### src/rtl/gtx_comma_align_if.sv
// Bus bundle for the GTX comma aligner: raw word and decoder error feedback in,
// aligned word plus lock/offset status out.
interface gtx_comma_align_if;
    logic [19:0] indata;
    logic [1:0]  err_in;
    logic [19:0] outdata;
    logic        aligned;
    logic        realign;
    logic [4:0]  offset;

    // master drives the raw stream (transceiver side), slave is the aligner
    modport master (
        output indata, err_in,
        input  outdata, aligned, realign, offset
    );
    modport slave (
        input  indata, err_in,
        output outdata, aligned, realign, offset
    );
endinterface

### src/rtl/gtx_comma_align.sv
// Comma-based word aligner for a 20-bit GTX stream with HUNT/VERIFY/LOCKED tracking.
// Define GTX_COMMA_ALIGN_ERRCHK_EN to let decoder errors count as bad cycles while locked.
module gtx_comma_align #(
    parameter int unsigned LOCK_COUNT = 4,
    parameter int unsigned LOSS_COUNT = 4
) (
    input  logic             clk,
    input  logic             rst,
    gtx_comma_align_if.slave bus
);
    typedef enum logic [1:0] {HUNT, VERIFY, LOCKED} state_t;

    localparam logic [3:0] LOCK_CNT4 = 4'(LOCK_COUNT);
    localparam logic [3:0] LOSS_CNT4 = 4'(LOSS_COUNT);

    state_t      state_q, state_d;
    logic [3:0]  match_q, match_d;
    logic [3:0]  loss_q, loss_d;
    logic [4:0]  offset_q, offset_d;
    logic [19:0] indata_r_q;
    logic [19:0] outdata_q;
    logic        aligned_q;
    logic        realign_q;

    logic [39:0] window;
    logic [19:0] hit;
    logic        comma_found;
    logic [4:0]  comma_pos;
    logic        err_bad;
    logic        lock_bad;
    logic [3:0]  match_inc;
    logic [3:0]  loss_inc;

    // Older word sits in the low half so bit 0 stays the first bit received.
    assign window = {bus.indata, indata_r_q};

    for (genvar gi = 0; gi < 20; gi++) begin : g_det
        assign hit[gi] = (window[gi +: 7] == 7'b1111100) || (window[gi +: 7] == 7'b0000011);
    end

    always_comb begin
        comma_found = 1'b0;
        comma_pos   = 5'd0;
        for (int i = 19; i >= 0; i--) begin
            if (hit[i]) begin
                comma_found = 1'b1;
                comma_pos   = 5'(i);
            end
        end
    end

`ifdef GTX_COMMA_ALIGN_ERRCHK_EN
    assign err_bad = |bus.err_in;
`else
    logic unused_err_in;
    assign unused_err_in = ^bus.err_in;
    assign err_bad       = 1'b0;
`endif

    assign match_inc = match_q + 4'd1;
    assign loss_inc  = loss_q + 4'd1;

    always_comb begin
        state_d  = state_q;
        match_d  = match_q;
        loss_d   = loss_q;
        offset_d = offset_q;
        lock_bad = 1'b0;
        unique case (state_q)
            HUNT: begin
                if (comma_found) begin
                    offset_d = comma_pos;
                    match_d  = 4'd1;
                    state_d  = VERIFY;
                end
            end
            VERIFY: begin
                if (comma_found) begin
                    if (comma_pos == offset_q) begin
                        match_d = match_inc;
                        if (match_inc == LOCK_CNT4) begin
                            state_d = LOCKED;
                        end
                    end else begin
                        offset_d = comma_pos;
                        match_d  = 4'd1;
                    end
                end
            end
            LOCKED: begin
                // A misplaced comma only accumulates loss; offset moves on the next HUNT hit.
                lock_bad = (comma_found && (comma_pos != offset_q)) || err_bad;
                if (lock_bad) begin
                    if (loss_inc == LOSS_CNT4) begin
                        state_d = HUNT;
                        match_d = 4'd0;
                        loss_d  = 4'd0;
                    end else begin
                        loss_d = loss_inc;
                    end
                end else if (comma_found) begin
                    loss_d = 4'd0;
                end
            end
            default: begin
                state_d = HUNT;
            end
        endcase
    end

    always_ff @(posedge clk or negedge rst) begin
        if (!rst) begin
            state_q    <= HUNT;
            match_q    <= 4'd0;
            loss_q     <= 4'd0;
            offset_q   <= 5'd0;
            indata_r_q <= 20'd0;
            outdata_q  <= 20'd0;
            aligned_q  <= 1'b0;
            realign_q  <= 1'b0;
        end else begin
            state_q    <= state_d;
            match_q    <= match_d;
            loss_q     <= loss_d;
            offset_q   <= offset_d;
            indata_r_q <= bus.indata;
            // Extraction uses the offset in force this cycle, not the one being loaded.
            outdata_q  <= window[{1'b0, offset_q} +: 20];
            aligned_q  <= (state_d == LOCKED);
            realign_q  <= (offset_d != offset_q);
        end
    end

    assign bus.outdata = outdata_q;
    assign bus.aligned = aligned_q;
    assign bus.realign = realign_q;
    assign bus.offset  = offset_q;
endmodule
### src/flat_wrapper.sv
// flat-port wrapper written by rule: the top's interface ports become plain ports
module gtx_comma_align_flat 
#(
    parameter int unsigned LOCK_COUNT = 4,
    parameter int unsigned LOSS_COUNT = 4
)
  (clk, rst, bus_indata, bus_err_in, bus_outdata, bus_aligned, bus_realign, bus_offset);
  gtx_comma_align_if bus_i ();
  input  logic clk;
  input  logic rst;
  input wire logic [$bits(bus_i.indata)-1:0] bus_indata;
  input wire logic [$bits(bus_i.err_in)-1:0] bus_err_in;
  output wire logic [$bits(bus_i.outdata)-1:0] bus_outdata;
  output wire logic [$bits(bus_i.aligned)-1:0] bus_aligned;
  output wire logic [$bits(bus_i.realign)-1:0] bus_realign;
  output wire logic [$bits(bus_i.offset)-1:0] bus_offset;
  assign bus_i.indata = bus_indata;
  assign bus_i.err_in = bus_err_in;
  assign bus_outdata = bus_i.outdata;
  assign bus_aligned = bus_i.aligned;
  assign bus_realign = bus_i.realign;
  assign bus_offset = bus_i.offset;
  gtx_comma_align #(.LOCK_COUNT(LOCK_COUNT), .LOSS_COUNT(LOSS_COUNT)) u_core (.clk(clk), .rst(rst), .bus(bus_i));
endmodule
### config.mk
export PLATFORM = sky130hd
export DESIGN_NAME = gtx_comma_align_flat
export DESIGN_NICKNAME = d
export VERILOG_FILES = /design/src/rtl/gtx_comma_align_if.sv /design/src/rtl/gtx_comma_align.sv /design/src/flat_wrapper.sv
export SDC_FILE = /design/constraint.sdc
export NUM_CORES = 1
export LEC_CHECK = 0
export ABC_CLOCK_PERIOD_IN_PS = 5100
export CORE_UTILIZATION = 40
export DETAILED_ROUTE_END_ITERATION = 7
export PLACE_DENSITY = 0.63
export SLEW_MARGIN = 30
export SYNTH_ARGS = -nofsm -noshare
export SYNTH_HDL_FRONTEND = slang
export SYNTH_SLANG_ARGS = --single-unit
### constraint.sdc
create_clock -name clk -period 5.1 [get_ports clk]
set_input_delay 1.275 -clock clk [delete_from_list [all_inputs] [get_ports clk]]
set_output_delay 1.275 -clock clk [all_outputs]
set_load 0.05 [all_outputs]
# Word level (Yosys, flattened, before mapping)
# Index checks and enable logic that the tools add are counted.
# word_totals
regBits,57
in_bits,24
out_inout_bits,27
# classes
add_sub_neg,2
eq_ne,52
shifts,1
mux,60
reduce_logical,26
# ops
operator,count
$eq 7x2->1 const B,20
$eq 7x7->1 const B,20
$mux 5,23
$shiftx 40x6->20,1
$mux 4,8
$logic_or 1x1->1,20
$mux 1,20
$mux 2,6
$pmux 4 s3,1
$ne 5x5->1,2
$pmux 5 s2,1
$add 4x1->4 const B,2
$eq 4x3->1 const B,2
$ne 2x1->1 const B,4
$pmux 2 s3,1
$eq 5x5->1,1
$reduce_and 5->1,1
$eq 2x2->1 const B,2
$reduce_bool 3->1,1
$eq 2x1->1 const B,1
$logic_not 2->1,1
$reduce_and 2->1,1
$reduce_bool 2->1,1
$logic_and 1x1->1,1

# Depth between registers and ports, before layout
# logic_depth
ltp_word,27
ltp_mapped,12
depth_no_buf,10

# Worst setup path after synthesis
# No wires, ideal clock.
# synth_timing
path_type,input port to flip-flop
start,input port bus_indata[0]
end,register u_core.match_q[3]
arrival_ns,3.952
t_required_ns,4.978
setup_slack_ns,1.026
path_stages,12
path_buffers,2
cell_sequence,clkbuf_1 or4_1 o32ai_1 a221o_1 o2111ai_1 a31oi_1 nor2_1 xnor2_1 or3_1 buf_6 a221o_1 a32o_1
# synth_via
elab_chain_len,26
# synth_lines
element,line,rtl
start: declaration,flat_wrapper.sv:11,input wire logic [$bits(bus_i.indata)-1:0] bus_indata;
$eq 7x7->1 or $eq 7x2->1 (tied branches),gtx_comma_align.sv:38,assign hit[gi] = (window[gi +: 7] == 7'b1111100) || (window[gi +: 7] == 7'b0000011);
$logic_or 1x1->1,gtx_comma_align.sv:38,
$mux 5 (20 in a row),gtx_comma_align.sv:45,if (hit[i]) begin
$eq 5x5->1 or $ne 5x5->1 (tied branches),"gtx_comma_align.sv:79, gtx_comma_align.sv:92",
$mux 4 or $logic_and 1x1->1 (tied branches),"gtx_comma_align.sv:79, gtx_comma_align.sv:92",
$mux 4 or $ne 2x1->1 (tied branches),-,
$pmux 4 s3 or $reduce_and 5->1 (tied branches),-,
end signal: assignment,gtx_comma_align.sv:123,match_q <= match_d;
end: declaration,gtx_comma_align.sv:17,"logic [3:0] match_q, match_d;"
# Several ways; a longest one is shown, not always the timed one. The select of a mux whose other input is x is not followed.
# A chain may end at the register's enable or synchronous reset.

# Final worst setup path
# layout_timing
start,input port bus_indata[0]
end,register u_core.match_q[0]
# The elaborated chain is that of the path after synthesis.

==> impl_metrics.env <==
export IMPL_wl_per_cell_um=19.1
export IMPL_crit_type="in2reg"
export IMPL_drtIter0Drc=335
export IMPL_ys_ff_latch=57
export IMPL_worstSetupEndpointType="flip-flop"
export IMPL_clock_sinks=57
export IMPL_grt_start_max_net_pins=54
export IMPL_drive_gt1_share_pct=12.1
export IMPL_place_congestion=0.943
export IMPL_period_share_pct=88.9
export IMPL_clk_insertion_delay_late_ps=340
export IMPL_worst_slack_ps=565
export IMPL_first_global_vias=4161
export IMPL_drt_pass1_iterations=7
export IMPL_worstMarginPinSlew_ps=804
export IMPL_place_hpwl_mm=9.74
export IMPL_die_w_um=111
export IMPL_die_area_um2=12400
export IMPL_grt_first_pass_wirelength_mm=22.0
export IMPL_finalClockSkew_ps=8.56
export IMPL_rsz0062_at_grt="no"
export IMPL_syn_nets=579
export IMPL_clk_pin_slew_worst_paths_ps=50
export IMPL_start_util_pct=41.6
export IMPL_whs_ps=532
export IMPL_root_buffer="clkbuf_16"
export IMPL_cts_buffers=9
export IMPL_path_max_fanout=10
export IMPL_cellLeakagePower_nw=2.15
export IMPL_setup_tns_ps=0
export IMPL_syn_to_final_growth_pct=16.5
export IMPL_yosysUniqueCellTypes=69
export IMPL_cts_tree="done"
export IMPL_hold_class="reg2reg"
export IMPL_h_tree_depth=3
export IMPL_violations="DRC"
export IMPL_wirelength_mm=13.6
export IMPL_clock_path_buffers=2
export IMPL_grt_ovfl_total=0
export IMPL_antenna_left=0
export IMPL_async_flop_share_pct=100
export IMPL_final_cell_area_um2=5580
export IMPL_postCtsSetupBuffers=0
export IMPL_final_cell_mix="dfrtp_1 (55), nand2_1 (54), nor2_1 (47), clkdlybuf4s50_1 (47), a21oi_1 (35)"
export IMPL_nNetsFinal=596
export IMPL_place_ws_ps=254
export IMPL_drcViolationCount=8
export IMPL_yosysWarnings=0
export IMPL_cts_resized_gates=0
export IMPL_avgSynthCellArea_um2=8.74
export IMPL_synthFlopType="dfrtp_1"
export IMPL_rows=39
export IMPL_place_area_um2=5300
export IMPL_slew_headroom_pct=46.4
export IMPL_ioPinCount=51
export IMPL_via_per_inst=6.39
export IMPL_yosysSeqAreaShare_pct=29.8
export IMPL_grt_antenna_before_repair=0
export IMPL_period_minus_slack_ps=4540
export IMPL_vias=4551
export IMPL_ir_worst_vdd_v=0.000234
export IMPL_die_y_um=111
export IMPL_syn_cell_area_um2=4790
export IMPL_report_final_slew_viol_count=0
export IMPL_track_usage_pct=22.5
export IMPL_final_common_cell="dfrtp_1"
export IMPL_portBuffers=48
export IMPL_cap_viol_max_count=0
export IMPL_antennaDiodeCount=0
export IMPL_hold_violations=0
export IMPL_synth_edf_count=0
export IMPL_start_kind="input pin"
export IMPL_max_freq_mhz=220
export IMPL_hold_buffers=0
export IMPL_status="finished, violations left"
export IMPL_cp_data_arrival_time_ps=4760
export IMPL_p_per_area_nw_per_um2=553
export IMPL_finish_utilization_pct=48.4
export IMPL_core_area_um2=11500
export IMPL_synthCells=548
export IMPL_setup_viol=0
export IMPL_required_ps=5320
==> layer usage <==
metal  vias up  global-route usage, %  wire (um)
met5         -                      0          0
li1       2109                      -          -
met1      2209                   31.5       6110
met2       207                   35.1       6300
met4         0                   7.48        282
met3        26                   4.08        890
==> cell families after synthesis <==
group / share of synthesized area [%]
DFF: 29.8
AOI/OAI and AO/OA: 20.8
muxes: 19.2
adders and majority gates: 1.83
and+or+nand+nor: 22.0
xor gates and xnor gates: 0.915
buffers and inverters: 5.38
==> state kept, by name, indices dropped and copies added, names as in the netlist <==
register            flops
u_core.loss_q           4
u_core.bus.aligned      1
u_core.state_q          2
u_core.indata_r_q      20
u_core.match_q          4
u_core.bus.outdata     20
u_core.bus.realign      1
u_core.bus.offset       5
==> worst max-delay path, cell delays in order <==
cell and delay (ps):
clkdlybuf4s50_1 480, nor4b_1 500, a32o_1 310, a311o_1 180, o21ai_0 120, a221oi_2 460, xnor2_1 200, o21ai_1 90
or3_1 490, a21oi_2 290, mux2_2 360
==> final timing paths <==
| check | end | from | cells past startpoint | slack [ps] |
|---|---|---|---|---|
| worst max register to register | u_core.match_q[0] | u_core.indata_r_q[11] | 10 | 1240 |
| worst max-delay path | u_core.match_q[0] | bus_indata[0] | 11 | 560 |
| worst min register to register | u_core.loss_q[3] | u_core.loss_q[3] | 1 | 530 |
| max in group asynchronous | u_core.bus.offset[0] | rst | 2 | 3290 |
| worst min-delay path | u_core.loss_q[3] | u_core.loss_q[3] | 1 | 530 |
| min in group asynchronous | u_core.bus.outdata[3] | rst | 1 | 950 |
==> layout make-up <==
class,count,area [um2]
clock inverters,3,17.5
multi-input cells,427,3100
well taps,143,179
fillers,1070,5940
clock buffers,12,256
inverters,14,52.6
flip-flops and latches,57,1430
repair buffers,56,536
==> report_power, final <==
group	internal (mW)	leakage, nW	switching (mW)
logic	0.711	1.34	1.10
registers	0.586	0.679	0.126
clock network	0.350	0.134	0.209
total	1.65	2.15	1.44
==> metrics by stage <==
step / cells / power [mW]
after floorplan: 548 / 2.04
after global placement: 697 / 2.48
after CTS: 712 / 3.08
after detailed placement: 697 / 2.51
final: 712 / 3.09
after global routing: 712 / 3.28
==> synth_stat cells (5+ instances only) <==
master | n | share of area [%]
dfrtp_1 | 57 | 30
nand2_1 | 54 | 4.2
nor2_1 | 47 | 3.7
a21oi_1 | 35 | 3.7
clkbuf_1 | 34 | 2.7
mux2i_1 | 29 | 6.1
o21ai_0 | 28 | 2.9
mux4_2 | 22 | 10
a211oi_1 | 15 | 2.4
nor3_1 | 14 | 1.5
inv_1 | 13 | 1.0
nand3_1 | 13 | 1.4
mux2_2 | 11 | 2.6
a31oi_1 | 10 | 1.3
and2_1 | 9 | 1.2
nor2b_1 | 9 | 1.2
nor4_1 | 9 | 1.2
buf_2 | 8 | 0.84
buf_1 | 7 | 0.55
ha_1 | 7 | 1.8
nand4_1 | 7 | 0.91
o22ai_1 | 7 | 0.91
a21o_1 | 6 | 0.94
o211ai_1 | 6 | 0.94
or4_1 | 6 | 0.94
a311o_1 | 5 | 1.0
and3_1 | 5 | 0.65
nand2b_1 | 5 | 0.65
No activity file was read; power rests on OpenSTA's default activity.
